File: config.mk
export PLATFORM = sky130hd
export DESIGN_NAME = keypad_scanner_flat
export DESIGN_NICKNAME = d
export VERILOG_FILES = /design/src/rtl/keypad_pkg.sv /design/src/rtl/keypad_scanner_if.sv /design/src/rtl/keypad_debounce.sv /design/src/rtl/keypad_scanner.sv /design/src/flat_wrapper.sv
export SDC_FILE = /design/constraint.sdc
export NUM_CORES = 1
export LEC_CHECK = 0
export ABC_AREA = 1
export BUFFER_PORTS_ARGS = -buffer_cell sky130_fd_sc_hd__buf_2
export CAP_MARGIN = 20
export CORE_MARGIN = 2
export CORE_UTILIZATION = 48
export DETAILED_ROUTE_END_ITERATION = 10
export GPL_TIMING_DRIVEN = 0
export PLACE_DENSITY_LB_ADDON = 0.05
export SLEW_MARGIN = 20
export SYNTH_ARGS = -nofsm -noshare
export SYNTH_HDL_FRONTEND = slang
export SYNTH_SLANG_ARGS = --single-unit
File: constraint.sdc
create_clock -name clk -period 4.79 [get_ports clk]
set_clock_uncertainty 0.1 [all_clocks]
set_input_delay 0.958 -clock clk [delete_from_list [all_inputs] [get_ports clk]]
set_output_delay 0.958 -clock clk [all_outputs]
set_load 0.05 [all_outputs]
File: src/rtl/keypad_pkg.sv
// Shared types and constants for the 4x4 matrix keypad scanner:
// debounce states, per-scan result encoding and the key label map.
package keypad_pkg;

  typedef enum logic [1:0] {
    ST_IDLE,
    ST_PRESS_CAND,
    ST_PRESSED,
    ST_REL_CAND
  } deb_state_e;

  typedef enum logic [1:0] {
    RES_NONE,
    RES_KEY,
    RES_MULTI
  } scan_kind_e;

  typedef struct packed {
    logic       valid;
    scan_kind_e kind;
    logic [3:0] code;
  } scan_result_t;

  // Indexed {row, col}; element 0 is the top-left key.
  localparam logic [15:0][3:0] KEYMAP = {
    4'hD, 4'hE, 4'hF, 4'h0,
    4'hC, 4'h9, 4'h8, 4'h7,
    4'hB, 4'h6, 4'h5, 4'h4,
    4'hA, 4'h3, 4'h2, 4'h1
  };

  // Hit counts only need to distinguish zero, one and "more than one".
  function automatic logic [1:0] hits_sat(input logic [2:0] n);
    return (n >= 3'd2) ? 2'd2 : n[1:0];
  endfunction

endpackage

File: src/rtl/keypad_scanner_if.sv
// Keypad-side pins and the decoded key outputs of the scanner.
interface keypad_scanner_if;
  logic [3:0] col;
  logic [3:0] row;
  logic [3:0] key_code;
  logic       key_valid;
  logic       key_held;

  modport master (output col, key_code, key_valid, key_held, input row);
  modport slave  (input col, key_code, key_valid, key_held, output row);
endinterface

File: src/rtl/keypad_debounce.sv
// Press/release debounce FSM consuming one scan result per full keypad scan
// and producing the held key code, a one-cycle accept strobe and a held flag.
module keypad_debounce
  import keypad_pkg::*;
#(
  parameter int DEBOUNCE_SCANS = 4
) (
  input  logic         clk,
  input  logic         clr,
  input  scan_result_t result,
  output logic [3:0]   key_code,
  output logic         key_valid,
  output logic         key_held
);

  localparam int CNT_W = $clog2(DEBOUNCE_SCANS + 1);
  localparam logic [CNT_W-1:0] CNT_ONE  = CNT_W'(1);
  localparam logic [CNT_W-1:0] CNT_DONE = CNT_W'(DEBOUNCE_SCANS);

  deb_state_e       state, state_next;
  logic [CNT_W-1:0] cnt, cnt_next;
  logic [3:0]       cand, cand_next;
  logic [3:0]       code_next;
  logic             valid_next, held_next;
  logic             is_key;

  // NOTE: every comb output gets a default first, so no path leaves one unassigned (no latch).
  always_comb begin
    state_next = state;
    cnt_next   = cnt;
    cand_next  = cand;
    code_next  = key_code;
    held_next  = key_held;
    valid_next = 1'b0;
    is_key     = (result.kind == RES_KEY);

    if (result.valid) begin
      unique case (state)
        ST_IDLE: begin
          if (is_key) begin
            cand_next = result.code;
            cnt_next  = CNT_ONE;
            if (CNT_ONE == CNT_DONE) begin
              state_next = ST_PRESSED;
              code_next  = result.code;
              valid_next = 1'b1;
              held_next  = 1'b1;
            end else begin
              state_next = ST_PRESS_CAND;
            end
          end
        end
        ST_PRESS_CAND: begin
          if (is_key && result.code == cand) begin
            cnt_next = cnt + CNT_ONE;
            if (cnt_next == CNT_DONE) begin
              state_next = ST_PRESSED;
              code_next  = cand;
              valid_next = 1'b1;
              held_next  = 1'b1;
            end
          end else if (is_key) begin
            cand_next = result.code;
            cnt_next  = CNT_ONE;
          end else begin
            state_next = ST_IDLE;
            cnt_next   = '0;
          end
        end
        ST_PRESSED: begin
          if (!(is_key && result.code == key_code)) begin
            if (CNT_ONE == CNT_DONE) begin
              state_next = ST_IDLE;
              cnt_next   = '0;
              held_next  = 1'b0;
            end else begin
              state_next = ST_REL_CAND;
              cnt_next   = CNT_ONE;
            end
          end
        end
        ST_REL_CAND: begin
          if (is_key && result.code == key_code) begin
            state_next = ST_PRESSED;
            cnt_next   = '0;
          end else begin
            cnt_next = cnt + CNT_ONE;
            if (cnt_next == CNT_DONE) begin
              state_next = ST_IDLE;
              cnt_next   = '0;
              held_next  = 1'b0;
            end
          end
        end
        default: state_next = ST_IDLE;
      endcase
    end
  end

  // NOTE: sequential state uses non-blocking assignments so every register samples pre-edge values.
  always_ff @(posedge clk or negedge clr) begin
    if (!clr) begin
      state     <= ST_IDLE;
      cnt       <= '0;
      cand      <= '0;
      key_code  <= '0;
      key_valid <= 1'b0;
      key_held  <= 1'b0;
    end else begin
      state     <= state_next;
      cnt       <= cnt_next;
      cand      <= cand_next;
      key_code  <= code_next;
      key_valid <= valid_next;
      key_held  <= held_next;
    end
  end

endmodule

File: src/rtl/keypad_scanner.sv
// 4x4 keypad scanner: rotates an active-low column strobe, samples the
// synchronized rows per column and classifies each full scan for debounce.
module keypad_scanner #(
  parameter int SCAN_DIV       = 50000,
  parameter int DEBOUNCE_SCANS = 4
) (
  input logic              clk,
  input logic              clr,
  keypad_scanner_if.master kp
);
  import keypad_pkg::*;

  localparam int DIV_W = $clog2(SCAN_DIV);

  logic [DIV_W-1:0] div_cnt;
  logic [1:0]       col_idx;
  logic [3:0]       row_meta, row_sync;
  logic [1:0]       acc_hits;
  logic [3:0]       acc_code;
  logic             sample;
  logic [3:0]       lows;
  logic [2:0]       hits_now;
  logic [1:0]       row_idx;
  logic [1:0]       total_hits;
  logic [3:0]       merged_code;
  scan_result_t     result;

  assign sample = (div_cnt == DIV_W'(SCAN_DIV - 1));
  assign kp.col = ~(4'b0001 << col_idx);

  // Rows come straight from mechanical switches, unrelated to clk.
  always_ff @(posedge clk or negedge clr) begin
    if (!clr) begin
      row_meta <= 4'b1111;
      row_sync <= 4'b1111;
    end else begin
      row_meta <= kp.row;
      row_sync <= row_meta;
    end
  end

  always_ff @(posedge clk or negedge clr) begin
    if (!clr) begin
      div_cnt <= '0;
      col_idx <= 2'd0;
    end else if (sample) begin
      div_cnt <= '0;
      col_idx <= col_idx + 2'd1;
    end else begin
      div_cnt <= div_cnt + DIV_W'(1);
    end
  end

  always_comb begin
    lows     = ~row_sync;
    hits_now = 3'd0;
    row_idx  = 2'd0;
    for (int r = 3; r >= 0; r--) begin
      hits_now = hits_now + {2'b00, lows[r]};
      if (lows[r]) row_idx = 2'(r);
    end
    total_hits  = hits_sat({1'b0, acc_hits} + hits_now);
    merged_code = (hits_now == 3'd1) ? KEYMAP[{row_idx, col_idx}] : acc_code;

    result.valid = sample && (col_idx == 2'd3);
    result.code  = merged_code;
    result.kind  = (total_hits == 2'd0) ? RES_NONE :
                   (total_hits == 2'd1) ? RES_KEY  : RES_MULTI;
  end

  // The column-3 sample closes the scan, so the accumulator restarts there.
  always_ff @(posedge clk or negedge clr) begin
    if (!clr) begin
      acc_hits <= 2'd0;
      acc_code <= 4'h0;
    end else if (sample) begin
      if (col_idx == 2'd3) begin
        acc_hits <= 2'd0;
        acc_code <= 4'h0;
      end else begin
        acc_hits <= total_hits;
        acc_code <= merged_code;
      end
    end
  end

  keypad_debounce #(
    .DEBOUNCE_SCANS(DEBOUNCE_SCANS)
  ) u_debounce (
    .clk      (clk),
    .clr      (clr),
    .result   (result),
    .key_code (kp.key_code),
    .key_valid(kp.key_valid),
    .key_held (kp.key_held)
  );

endmodule
File: src/flat_wrapper.sv
// flat-port wrapper written by rule: the top's interface ports become plain ports
module keypad_scanner_flat import keypad_pkg::*;
#(
  parameter int SCAN_DIV       = 50000,
  parameter int DEBOUNCE_SCANS = 4
)
  (clk, clr, kp_col, kp_key_code, kp_key_valid, kp_key_held, kp_row);
  keypad_scanner_if kp_i ();
  input logic clk;
  input logic clr;
  output wire logic [$bits(kp_i.col)-1:0] kp_col;
  output wire logic [$bits(kp_i.key_code)-1:0] kp_key_code;
  output wire logic [$bits(kp_i.key_valid)-1:0] kp_key_valid;
  output wire logic [$bits(kp_i.key_held)-1:0] kp_key_held;
  input wire logic [$bits(kp_i.row)-1:0] kp_row;
  assign kp_col = kp_i.col;
  assign kp_key_code = kp_i.key_code;
  assign kp_key_valid = kp_i.key_valid;
  assign kp_key_held = kp_i.key_held;
  assign kp_i.row = kp_row;
  keypad_scanner #(.SCAN_DIV(SCAN_DIV), .DEBOUNCE_SCANS(DEBOUNCE_SCANS)) u_core (.clk(clk), .clr(clr), .kp(kp_i));
endmodule
After elaboration in Yosys (flattened, before gate mapping)
Memories as Yosys holds them, arrays and structs flattened.
Index checks and enable logic that the tools add are counted.

cells by class
  add/sub/neg operators = 7
  order comparisons = 2
  equal/unequal tests = 21
  shift operators = 1
  mux-type cells = 39
  bitwise operators = 2
  reductions and logical operators = 12

operators with widths
  kind                                                 number
  two-way mux 2 bit                                    15
  two-way mux 4 bit                                    5
  adder 16 x 1 -> 16 bit (second input constant)       1
  == test 16 bit (second input constant)               1
  two-way mux 16 bit                                   1
  two-way mux 3 bit                                    5
  != test 2 bit (second input constant)                7
  case mux 3 bit (4 select lines)                      1
  AND reduction 6 bit                                  2
  two-way mux 1 bit                                    9
  != test 3 bit (second input constant)                3
  == test 4 bit                                        2
  inverter 4 bit                                       2
  case mux 2 bit (4 select lines)                      1
  case mux 4 bit (2 select lines)                      1
  adder 3 x 1 -> 3 bit                                 2
  == test 2 x 1 -> 1 bit (second input constant)       3
  == test 2 bit (second input constant)                3
  AND reduction 3 bit                                  2
  < comparator 4 x 5 -> 1 bit (second input constant)  1
  logical NOT 2 bit                                    2
  AND reduction 4 bit                                  1
  nonzero test 2 bit                                   2
  left shift 1 x 2 -> 4 bit (first input constant)     1
  other kinds (9)                                      11

word-level totals
  register bits after elaboration = 47
  memory bits (read-only) = 64
  input port bits = 6
  output and inout bits = 10
  word-level logic and storage cells = 97
  memories kept = 1

memories
  memory           depth  width  read ports  clocked after Yosys merged registers in  write ports  line                  source
  (no name shown)  16     4      1           0                                        0            keypad_scanner.sv:63  merged_code = (hits_now == 3'd1) ? KEYMAP[{row_idx, col_idx}] : acc_code;

Depth between registers and ports, before layout
  depth in word-level cells = 15
  depth in mapped cells = 21
  mapped depth without buffers = 21

Cells and area by module
From an unflattened synthesis, not the netlist that was laid out.

second synthesis, totals
  cells, all modules = 347
  area, all modules = 2706.3 sq um

modules (own cells, without submodules)
  module           instances  cells each  area an instance (sq um)  sequential area each (sq um)
  keypad_scanner   1          199         1700.4                    810.8
  keypad_debounce  1          148         1006.0                    375.4

Worst setup path after synthesis
Ideal clock, no wire load.

  path type = reg2reg
  start point = register u_core.row_sync[2]
  end point = register u_core.u_debounce.state[0]
  library setup time = 0.122 ns
  data arrival time = 3.093 ns
  path slack = 1.475 ns
  stages on the path, launching flop included = 18
  clock period less this slack = 3.315 ns
  cells stage by stage = dfstp_2 > inv_1 > ha_1 > fa_1 > ha_1 > fa_1 > a21oi_1 > o21ai_0 > nor2_2 > nand2_1 > inv_1 > nand2_1 > nor2_1 > nand4_1 > nand2_2 > nor2_2 > nor2_1 > nor2_1

between the ends
  word-level cells in the longest chain between the ends = 14
  elaborated cells on any way between the ends = 32

RTL lines
  element                                                                                         line                                                                 source
  from (decl)                                                                                     keypad_scanner.sv:17                                                 logic [3:0] row_meta, row_sync;
  from (signal assigned)                                                                          keypad_scanner.sv:38                                                 row_sync <= row_meta;
  inverter 4 bit *                                                                                keypad_scanner.sv:55                                                 lows = ~row_sync;
  adder 1 x 1 -> 2 bit                                                                            keypad_scanner.sv:59                                                 hits_now = hits_now + {2'b00, lows[r]};
  adder 3 x 1 -> 3 bit (2 in a row)                                                               keypad_scanner.sv:59
  adder 2 x 3 -> 3 bit                                                                            keypad_scanner.sv:62                                                 total_hits = hits_sat({1'b0, acc_hits} + hits_now);
  >= comparator 3 x 2 -> 1 bit                                                                    keypad_pkg.sv:34                                                     return (n >= 3'd2) ? 2'd2 : n[1:0];
  two-way mux 2 bit                                                                               keypad_pkg.sv:34
  == test 2 x 1 -> 1 bit                                                                          keypad_scanner.sv:68                                                 (total_hits == 2'd1) ? RES_KEY : RES_MULTI;
  two-way mux 2 bit                                                                               keypad_scanner.sv:68
  two-way mux 2 bit                                                                               keypad_scanner.sv:67                                                 result.kind = (total_hits == 2'd0) ? RES_NONE :
  == test 2 x 1 -> 1 bit                                                                          keypad_debounce.sv:35                                                is_key = (result.kind == RES_KEY);
  logical AND 1 bit (on tied branches)                                                            keypad_debounce.sv:71, keypad_debounce.sv:83, keypad_debounce.sv:54
  != test 3 bit (no source line) (tied with other cells)                                          --
  AND reduction 6 bit (no source line) / case mux 2 bit (4 select lines) (equally long branches)  --
  to (signal assigned)                                                                            keypad_debounce.sv:110                                               state <= state_next;
  to (decl)                                                                                       keypad_debounce.sv:20                                                deb_state_e state, state_next;

Every way passes the cells marked *; elsewhere a longest branch is shown, timed or not. The select of a mux whose other input is x is not followed.
A chain may end at the register's enable or synchronous reset.

Final worst setup path
  start point = register u_core.row_sync[2]
  end point = register u_core.u_debounce.state[1]

Same word-level chain as after synthesis.

==> run_results.csv <==
group,metric,value,unit
setup_path,path_max_fanout,6,
clock_tree,cts.path.max_buffers,2,
logic_synthesis,synth_nets,380,
die,die_area,0.00637,sq mm
pwr,power.leakage,1.55,nW
placed_design,place_congestion,0.825,
setup_path,r2r-end,"u_core.u_debounce.state[1]",
job,drv_cap,0,
global_route,grt_pass1_wl,9980,um
worst_hold_path,min_path_cells,0,
placed_design,dp_slack,1.13,ns
detailed_routing,firstDrtPassIters,4,
timing,finalMaxSlewViolations,0,
logic_synthesis,synth_top_area_share,35.4,%
placed_design,io_buffers,15,
pwr,power_density,276,mW/mm^2
die,die_y,79.8,um
clock_tree,cts_tree,"yes",
cells_and_area,antenna_cells,0,
timing,rsz0062_at_grt,"no",
cells_and_area,final_cell_mix,"nand2_1 (87), inv_1 (61), dfrtp_1 (39)",
logic_synthesis,synth_cells,359,
setup_path,cpPeakStageDelay,0.55,ns
global_route,grt_overflow,0,
die,initial_core_util,49.8,%
clock_tree,clock_latency,0.30,ns
pwr,peakVddDrop,209,uV
cells_and_area,fin_nets,402,
setup_path,cpMostUsedCell,"nand2_1",
clock_tree,cts_buffers,5,
logic_synthesis,yosys.area.top_type,"dfrtp_1",
status,status,"finished clean",
detailed_routing,wl,5450,um
setup_path,end_kind,"flip-flop",
setup_path,cp.required,4.89,ns
clock_tree,cts_setup_buffers,0,
logic_synthesis,syn_area_per_cell,7.69,sq um
clock_tree,h-tree-depth,2,
logic_synthesis,synth_xor_area_share,1.90,%
worst_hold_path,hold_path_end,"u_core.row_sync[2]",
global_route,grtUsageTotal,19.8,%
clock_tree,hold_buffers,0,
setup_path,path_delay_family,"adder cells",
timing,timing.slew.headroom,59.9,%
timing,hold_violations,0,
detailed_routing,avgViaCountPerCell,4.92,
setup_path,r2r_start,"u_core.row_sync[2]",
timing,setup_tns,0,ns
detailed_routing,wl_per_cell,12.0,um
clock_tree,cts_resized,0,
setup_path,cp_num_buf_inv,2,
detailed_routing,drt.antenna.violating_nets,0,
timing,period_share,76.6,%
logic_synthesis,synth-compound-area-share,6.39,%
timing,period_needed,3.67,ns
die,core-area,0.00554,sq mm
die,placementRows,27,
detailed_routing,vias,2233,
global_route,grt_start_max_net_pins,48,
logic_synthesis,synthMuxAreaShare,0,%
cells_and_area,drive_gt1_share,14.4,%
die,die_w,79.8,um
timing,max_freq,0.272,GHz
setup_path,worstRegToRegCells,17,
cells_and_area,syn2layout_area_growth,10.9,%
setup_path,critical_path.slowest_cell,"dfstp_2",
cells_and_area,mostFrequentLayoutCell,"nand2_1",
timing,worst_pin_slew,0.601,ns
die,ios,16,
logic_synthesis,synthesis.area,0.00276,sq mm
global_route,grt_pass1_vias,2226,
detailed_routing,drc,0,
worst_hold_path,min_from,"u_core.row_meta[2]",
setup_path,path_cells,"inv_1, ha_1, fa_1, ha_1, fa_1, a21oi_1, o21ai_0, nor2_2, nand3_1, nor2_1, nand3_2, nand2_1, nand2_2, nor2_2, nand2_1, nand2_1, inv_1",
timing,setup_violations,0,
clock_tree,clkSinkCount,47,
logic_synthesis,yosys_warnings,0,
logic_synthesis,synthAdderAreaFrac,7.34,%
setup_path,rrSetupSlack,1.12,ns
clock_tree,cts.clk_slew.worst_paths,0.08,ns
timing,worst_slack,1.12,ns
logic_synthesis,ys_seq_elements,47,
worst_hold_path,hold_path_class,"flip-flop to flip-flop",
clock_tree,clockRootBuffer,"clkbuf_8",
logic_synthesis,synth.top_cells.by_area,"dfrtp_1 (35%), nand2_1 (12%), inv_1 (8.3%)",
detailed_routing,first_iter_violations,103,
logic_synthesis,synth.distinct_cells,31,
setup_path,start_kind,"flip-flop",
setup_path,crit_type,"flip-flop to flip-flop",
setup_path,cp.arrival,3.77,ns
logic_synthesis,seq_area_frac_synth,43.0,%
logic_synthesis,synth_top_family_by_area,"simple AND/OR/NAND/NOR gates",
placed_design,dpl.hpwl,4020,um
logic_synthesis,synthSimpleGateAreaFrac,32.5,%
global_route,antenna_found_initial,0,
## power breakdown
group / leakage (nW) / internal [mW] / switching, mW / total, mW
Sequential: 0.615 / 0.403 / 0.00172 / 0.404
Clock: 0.0654 / 0.209 / 0.132 / 0.340
Combinational: 0.873 / 0.0312 / 0.0690 / 0.100
## registers in the layout, indices dropped and copies added (netlist names), 3 cells and up
signal                      count
u_core.u_debounce.cnt           3
u_core.acc_code                 4
u_core.u_debounce.cand          4
u_core.div_cnt                 16
u_core.row_sync                 4
u_core.row_meta                 4
u_core.u_debounce.key_code      4
## per-stage QoR
step	util, %	hold slack (ns)	instance area (sq um)	cells	power (mW)
after floorplan	-	0.245	2760	359	0.485
after global placement	52.8	0.246	2930	446	0.511
after detailed placement	52.8	0.247	2930	446	0.513
after CTS	55.2	0.260	3060	454	0.856
after global routing	55.2	0.263	3060	454	0.887
final	55.2	0.258	3060	454	0.845
## synthesized netlist by cell type
cell,count
dfstp_2,8
inv_2,1
inv_1,61
xor2_1,5
a21oi_1,11
clkbuf_1,1
nor2_4,2
nand2_4,1
buf_4,1
nor4_1,3
a31oi_1,1
ha_1,13
nand3b_1,1
nor2_2,3
o21bai_1,1
xnor2_1,1
nor2_1,30
nand2_1,87
a211oi_1,1
a211o_1,1
or2_2,2
dfrtp_1,39
fa_1,2
o22ai_1,1
o21ai_1,7
nand4_1,10
nand3_1,32
nor3_1,8
nand3_2,3
o21ai_0,10
nand2_2,12
## metal layers
layer | vias up | GRT usage, % | share of wire, %
met4 | 0 | 5.59 | 0.55
met5 | - | 0 | 0
met3 | 2 | 2.71 | 1.8
li1 | 1178 | - | -
met2 | 15 | 33.4 | 48
met1 | 1038 | 26.7 | 50
## cell type report
type / count / area [sq um]
sequential: 47 / 1190
multi-input combinational: 248 / 1330
inverter: 62 / 233
tap: 72 / 90.1
timing repair buffer: 15 / 77.6
clock inverter: 2 / 60.1
clock buffer: 6 / 72.6
buffer: 2 / 11.3
fill: 544 / 2480
## worst max path at each step
stage	from	to	depth (start not counted)
after floorplan	u_core.row_sync[2]	u_core.u_debounce.state[0]	17
after global placement	u_core.row_sync[2]	u_core.u_debounce.state[1]	17
after detailed placement	u_core.row_sync[2]	u_core.u_debounce.state[1]	17
after CTS	u_core.row_sync[2]	u_core.u_debounce.state[1]	17
after global routing	u_core.row_sync[2]	u_core.u_debounce.state[0]	17
final	u_core.row_sync[2]	u_core.u_debounce.state[1]	17
## cell families (layout without fill, tap and decap cells)
group           Yosys count  in the layout
buf+inv                  64             87
fa+ha+maj                15             15
xor+xnor                  6              6
flops                    47             47
compound gates           33             33
simple gates            194            194
Power figures use the tool's default switching activity.
